<file path="src/rtl/map_tile_fetch.sv">
// map_tile_fetch: converts a tile coordinate plus map number into a map RAM word address.
// It then reads the word and returns the 3-bit block code of that tile.
// A one-word cache lets horizontally adjacent tiles that share a word skip the RAM read.
module map_tile_fetch #(
    parameter int unsigned TILES_X   = 40,
    parameter int unsigned TILES_Y   = 30,
    parameter int unsigned MAP_WORDS = 256,
    parameter int unsigned RD_LAT    = 1
) (
    input  logic        Clk,
    input  logic        RESET,
    input  logic        req_valid,
    output logic        req_ready,
    input  logic [5:0]  req_tile_x,
    input  logic [4:0]  req_tile_y,
    input  logic [3:0]  map_sel,
    input  logic        invalidate,
    output logic [11:0] VGA_ADDR,
    input  logic [31:0] onchipq,
    output logic        rsp_valid,
    output logic [2:0]  blockcode,
    output logic        rsp_hit
);

    typedef enum logic [1:0] {StIdle, StWait, StResp} state_e;

    state_e      r_state;
    state_e      w_state_next;

    logic [11:0] r_addr;
    logic [1:0]  r_cnt;
    logic [2:0]  r_nib;
    logic        r_cache_valid;
    logic [11:0] r_cache_tag;
    logic [31:0] r_cache_data;
    logic [2:0]  r_blockcode;
    logic        r_rsp_hit;

    logic [10:0] w_idx;
    logic [11:0] w_word;
    logic [2:0]  w_nib;
    logic        w_oor;
    logic        w_hit;
    logic        w_accept;
    logic        w_cnt_zero;
    logic [2:0]  w_cache_code;
    logic [2:0]  w_ram_code;

    // Tile index inside the map, then word address and nibble within the word.
    assign w_idx  = 11'(req_tile_y) * 11'(TILES_X) + 11'(req_tile_x);
    assign w_word = 12'(map_sel) * 12'(MAP_WORDS) + 12'(w_idx[10:3]);
    assign w_nib  = w_idx[2:0];

    assign w_oor      = ({26'd0, req_tile_x} >= TILES_X) || ({27'd0, req_tile_y} >= TILES_Y);
    // Hit check uses the cache contents before any same-edge invalidate.
    assign w_hit      = r_cache_valid && (r_cache_tag == w_word);
    assign w_accept   = req_valid && (r_state == StIdle);
    assign w_cnt_zero = (r_cnt == 2'd0);

    // Bit nib*4+3 of each nibble is spare; only the low three bits are the code.
    assign w_cache_code = r_cache_data[{w_nib, 2'b00} +: 3];
    assign w_ram_code   = onchipq[{r_nib, 2'b00} +: 3];

    assign req_ready = (r_state == StIdle);
    assign rsp_valid = (r_state == StResp);
    assign VGA_ADDR  = r_addr;
    assign blockcode = r_blockcode;
    assign rsp_hit   = r_rsp_hit;

    // State register.
    always_ff @(posedge Clk) begin
        if (RESET) begin
            r_state <= StIdle;
        end else begin
            r_state <= w_state_next;
        end
    end

    // Next-state decode.
    always_comb begin
        w_state_next = r_state;
        unique case (r_state)
            StIdle: begin
                if (w_accept) begin
                    w_state_next = (w_oor || w_hit) ? StResp : StWait;
                end
            end
            StWait: begin
                if (w_cnt_zero) begin
                    w_state_next = StResp;
                end
            end
            StResp:  w_state_next = StIdle;
            default: w_state_next = StIdle;
        endcase
    end

    // Address, read counter, cache and response registers.
    always_ff @(posedge Clk) begin
        if (RESET) begin
            r_addr        <= 12'd0;
            r_cnt         <= 2'd0;
            r_nib         <= 3'd0;
            r_cache_valid <= 1'b0;
            r_cache_tag   <= 12'd0;
            r_cache_data  <= 32'd0;
            r_blockcode   <= 3'd0;
            r_rsp_hit     <= 1'b0;
        end else begin
            unique case (r_state)
                StIdle: begin
                    if (w_accept) begin
                        if (w_oor) begin
                            r_blockcode <= 3'd0;
                            r_rsp_hit   <= 1'b1;
                        end else if (w_hit) begin
                            r_blockcode <= w_cache_code;
                            r_rsp_hit   <= 1'b1;
                        end else begin
                            r_addr <= w_word;
                            r_cnt  <= 2'(RD_LAT);
                            r_nib  <= w_nib;
                        end
                    end
                end
                StWait: begin
                    if (w_cnt_zero) begin
                        r_cache_data  <= onchipq;
                        r_cache_tag   <= r_addr;
                        r_cache_valid <= 1'b1;
                        r_blockcode   <= w_ram_code;
                        r_rsp_hit     <= 1'b0;
                    end else begin
                        r_cnt <= r_cnt - 2'd1;
                    end
                end
                default: ;
            endcase
            // Invalidate overrides a same-edge fill.
            if (invalidate) begin
                r_cache_valid <= 1'b0;
            end
        end
    end

endmodule

</file>
<file path="config.mk">
export PLATFORM = sky130hd
export DESIGN_NAME = map_tile_fetch
export DESIGN_NICKNAME = d
export VERILOG_FILES = /design/src/rtl/map_tile_fetch.sv
export SDC_FILE = /design/constraint.sdc
export NUM_CORES = 1
export LEC_CHECK = 0
export CAP_MARGIN = 20
export CORE_ASPECT_RATIO = 0.8
export CORE_UTILIZATION = 25
export DETAILED_ROUTE_END_ITERATION = 8
export HOLD_SLACK_MARGIN = 0.15
export SETUP_SLACK_MARGIN = 0.05
export SLEW_MARGIN = 20
export SYNTH_ARGS = -nofsm -noshare
export SYNTH_HDL_FRONTEND = slang
export SYNTH_SLANG_ARGS = --single-unit
</file>
<file path="constraint.sdc">
create_clock -name Clk -period 5.7 [get_ports Clk]
set_clock_uncertainty 0.05 [all_clocks]
set_input_delay 1.425 -clock Clk [delete_from_list [all_inputs] [get_ports Clk]]
set_output_delay 1.425 -clock Clk [all_outputs]
set_load 0.02 [all_outputs]
</file>
# Word-level counts from Yosys, hierarchy flattened
# Index checks and enable logic that the tools add are counted.
# Widths: inputs -> output; s select.
dict set report op_classes {
  n_addsub 3
  n_mul 1
  order_cmp 2
  n_eq_ne 9
  shift 2
  mux 19
  bitwise_logic 2
  n_reduce_logical 13
}
# operator count
set op_table {}
lappend op_table {{$shiftx 32x6->3} 2}
lappend op_table {{$mux 2} 7}
lappend op_table {{$add 12x8->12} 1}
lappend op_table {{$eq 12x12->1} 1}
lappend op_table {{$mux 3} 4}
lappend op_table {{$add 11x6->11} 1}
lappend op_table {{$mul 5x3->8 const B} 1}
lappend op_table {{$ne 2x2->1 const B} 4}
lappend op_table {{$pmux 2 s2} 2}
lappend op_table {{$reduce_and 4->1} 2}
lappend op_table {{$ge 6x6->1 const B} 1}
lappend op_table {{$pmux 3 s2} 1}
lappend op_table {{$ge 5x5->1 const B} 1}
lappend op_table {{$reduce_and 5->1} 1}
lappend op_table {{$logic_not 2->1} 2}
lappend op_table {{$mux 1} 4}
lappend op_table {{$reduce_and 2->1} 2}
lappend op_table {{$ne 3x1->1 const B} 1}
lappend op_table {{$eq 2x1->1 const B} 1}
lappend op_table {{$eq 2x2->1 const B} 1}
lappend op_table {{$logic_and 1x1->1} 2}
lappend op_table {{$logic_or 1x1->1} 2}
lappend op_table {{$ne 2x1->1 const B} 1}
lappend op_table {{$not 1->1} 2}
lappend op_table {{4 further kinds} 4}
dict set report totals {
  register_bits 68
  inputBits 51
  output_inout_bits 18
}

# Logic depth before layout (Yosys ltp)
dict set report logic_depth {
  word_depth 9
  mapped_depth 12
  mapped_depth_nobuf 10
}

# Worst setup path after synthesis
# Ideal clock, no wire load.
dict set report synth_path {
  path_type {input port to flip-flop}
  from {input req_tile_y[1]}
  to {register r_blockcode[0] (netlist: blockcode[0])}
  setup_time_ns 0.123
  t_arrival_ns 4.323
  t_required_ns 5.527
  setup_slack_ns 1.203
  path_stages 11
  n_path_buf 1
  cell_sequence {ha_1 ha_1 fa_1 nand2_1 a2111o_1 a211oi_1 o211ai_1 o31a_1 or3_1 clkbuf_1 mux2_1}
}
dict set report synth_between {
  elab_chain_cells 7
  elab_cells_between_ends 12
}
# item line_no
set synth_lines {}
lappend synth_lines {{start, declared} 15} ;# input logic [4:0] req_tile_y,
lappend synth_lines {{$mul 5x3->8} 50} ;# assign w_idx = 11'(req_tile_y) * 11'(TILES_X) + 11'(req_tile_x);
lappend synth_lines {{$add 11x6->11} 50}
lappend synth_lines {{$add 12x8->12} 51} ;# assign w_word = 12'(map_sel) * 12'(MAP_WORDS) + 12'(w_idx[10:3]);
lappend synth_lines {{$eq 12x12->1} 56} ;# assign w_hit = r_cache_valid && (r_cache_tag == w_word);
lappend synth_lines {{$logic_and 1x1->1} 56}
lappend synth_lines {{$ne 3x1->1 (no source line)} -}
lappend synth_lines {{$reduce_and 4->1 (no source line)} -}
lappend synth_lines {{end signal, assigned} 117} ;# r_blockcode <= w_cache_code;
lappend synth_lines {{end signal, assigned} 131} ;# r_blockcode <= w_ram_code;
lappend synth_lines {{end, declared} 36} ;# logic [2:0] r_blockcode;
# Parallel ways exist; a longest one is shown, timed or not. The select of a mux whose other input is x is not followed.
# A chain may end at the register's enable or synchronous reset.

# Worst setup path after layout
dict set report layout_path {
  from {input req_tile_y[1]}
  to {register r_blockcode[1] (netlist: blockcode[1])}
}
# The elaborated chain is that of the path after synthesis.

==> results.py <==
metrics = {
    "clock_tree": {
        "numCtsBuffers": 9,
        "ctsHoldBuffers": 0,
        "cts_tree": "yes",
        "h-tree-depth": 3,
        "cts-resized-gates": 0,
        "root_buffer": "clkbuf_16",
        "clkSinkCount": 60,
        "postCtsSetupBuffers": 0,
        "clockBufferDepth": 2,
        "clkLatencyLatePin_ps": 320,
        "clk_pin_slew_worst_paths_ps": 50,
    },
    "floorplan": {
        "rows": 36,
        "die_h_um": 103,
        "core_um2": 12300,
        "initial_core_util_pct": 25.9,
        "die_w_um": 128,
        "die-area_um2": 13300,
        "ios": 69,
    },
    "setup_path": {
        "cpPeakStageDelay_ps": 640,
        "start_kind": "input port",
        "crit_type": "in2reg",
        "cp_max_fo": 5,
        "critPathArrivalTime_ps": 5230,
        "worst_path_most_repeated_cell": "ha_1",
        "worstSetupEndpointType": "flop",
        "crit_family": "adder cells",
        "crit_chain": "clkdlybuf4s50_1 > ha_1 > ha_1 > fa_1 > nand2_1 > a2111o_1 > a211oi_1 > o211ai_1 > o31a_1 > or3_1 > mux2_1",
        "cp.required_ps": 5850,
        "critPathSlowestCell": "fa_1",
        "crit_buf_inv": 1,
    },
    "power_and_ir_drop": {
        "max-vdd-ir-drop_uv": 141,
        "power_density_nw_per_um2": 285,
        "power.leakage_nw": 1.57,
    },
    "grt": {
        "overflow": 0,
        "antenna_found_initial": 0,
        "grt_pass1_vias": 2587,
        "grt_pass1_wl_mm": 12.7,
        "grt_max_degree": 64,
        "grt_usage_pct": 12.6,
    },
    "routing": {
        "routedWlPerCell_um": 13.5,
        "drc_errors": 0,
        "dr.pass1.iters": 4,
        "postRouteAntennaNets": 0,
        "num_vias": 2710,
        "drt_iter0_markers": 149,
        "wirelength_mm": 7.88,
        "vias_per_cell": 4.64,
    },
    "timing": {
        "slew_violations": 0,
        "worst_pin_slew_ps": 652,
        "hold_viol_final": 0,
        "period_share_pct": 89.1,
        "fmax_mhz": 197,
        "rsz0062_at_grt": "false",
        "maxSlewHeadroom_pct": 56.5,
        "setup_viol_count_final": 0,
        "post-route-min-period_ps": 5080,
        "setup_tns_ps": 0,
    },
    "place": {
        "portBuffers": 60,
        "gp_congestion": 0.730,
        "dp_hpwl_mm": 5.87,
    },
    "logic_synthesis": {
        "synth.distinct_cells": 50,
        "synth_warnings": 0,
        "async_flop_share_pct": 0,
        "synth_top_flop_cell": "dfxtp_1",
        "avgSynthCellArea_um2": 8.99,
        "syn-num-nets": 419,
        "synth_edf_count": 0,
        "synth.ff_latch_count": 60,
        "synth_area_um2": 3200,
        "syn_inst": 356,
        "ys_seq_area_share_pct": 37.5,
    },
    "worst_hold_path": {
        "hp-class": "reg2reg",
    },
    "cells_and_area": {
        "mostFrequentLayoutCells": "nand2_1, dfxtp_1, clkdlybuf4s50_1",
        "utilization_pct": 34.3,
        "area_delta_synth_final_pct": 32.4,
        "diodes": 0,
        "fin_nets": 471,
        "drive_above_1_share_pct": 9.69,
        "mostFrequentLayoutCell": "nand2_1",
    },
    "flow_run": {
        "drv_cap": 0,
    },
    "run_status": {
        "status": "completed",
    },
}
==> layout make-up <==
type,count,area [um^2]
repair buffers,64,641
flip-flops and latches,60,1200
well taps,171,214
clock buffers,11,233
multi-input cells,265,1870
clock inverters,5,52.6
fillers,1271,8110
inverters,8,30.0
==> tightest hold or removal path, stage by stage (launching register included) <==
cell and delay (ps):
dfxtp_1 300, nand2_1 50, a21oi_1 50
==> power by group <==
part	internal, mW	total, mW	switching (mW)
Sequential	0.440	0.458	0.0173
Combinational	0.117	0.236	0.119
Clock	0.335	0.514	0.178
Total	0.893	1.21	0.315
==> path summary, 6_finish.rpt <==
kind,start,endpoint,slack [ps],depth (start not counted)
min,r_cache_data[13],r_cache_data[13],400,2
min reg2reg,r_cache_data[13],r_cache_data[13],400,2
max,req_tile_y[1],blockcode[1],620,11
max reg2reg,r_cache_tag[6],blockcode[1],3280,6
==> per-layer routing <==
metal  vias up  track usage (%)  wire, um
li1       1346                -         -
met1      1287             16.5      3810
met2        64             20.1      3650
met3        13             3.24       310
met4         0             4.52       108
met5         -                0         0
==> through the flow <==
| stage | total power, mW | instance area (um^2) | hold slack [ps] | setup WS (ps) | std cells |
|---|---|---|---|---|---|
| 2_1_floorplan | 0.613 | 3200 | 383 | 1200 | 356 |
| 3_3_place_gp | 0.698 | 3950 | 391 | 363 | 568 |
| 3_5_place_dp | 0.703 | 3950 | 393 | 266 | 568 |
| 4_1_cts | 1.23 | 4230 | 400 | 593 | 584 |
| 5_1_grt | 1.27 | 4240 | 418 | 458 | 584 |
| 6_report | 1.21 | 4240 | 399 | 622 | 584 |
==> flip-flops by register name (all words and copies together) (netlist names) <==
name           cells
r_state            2
r_cache_tag       12
rsp_hit            1
r_cache_valid      1
VGA_ADDR          12
r_nib              3
r_cache_data      24
r_cnt              2
blockcode          3
==> cells by family after synthesis <==
| group | Yosys count | synth area share (%) |
|---|---|---|
| adders and majority gates | 12 | 5.16 |
| DFF | 60 | 37.5 |
| AOI/OAI and AO/OA | 70 | 13.9 |
| muxes | 35 | 15.9 |
| buffers and inverters | 31 | 4.50 |
| and+or+nand+nor | 130 | 17.4 |
| xor gates and xnor gates | 18 | 5.59 |
==> cell usage after synthesis, types with 3 or more instances <==
cell type	n	area (um^2)
a21oi_1	42	210
ha_1	10	125
mux2_2	3	33.8
nand3_1	3	15.0
nor3_1	3	15.0
a211oi_1	4	30.0
nand2_1	77	289
clkbuf_1	18	67.6
mux4_2	12	270
nor2_1	27	101
inv_1	8	30.0
nor2b_1	6	37.5
nand2b_1	4	25.0
dfxtp_1	60	1200
xor2_1	5	43.8
mux2i_1	17	170
mux2_1	3	33.8
xnor2_1	11	96.3
No activity file was read; power rests on OpenSTA's default activity.
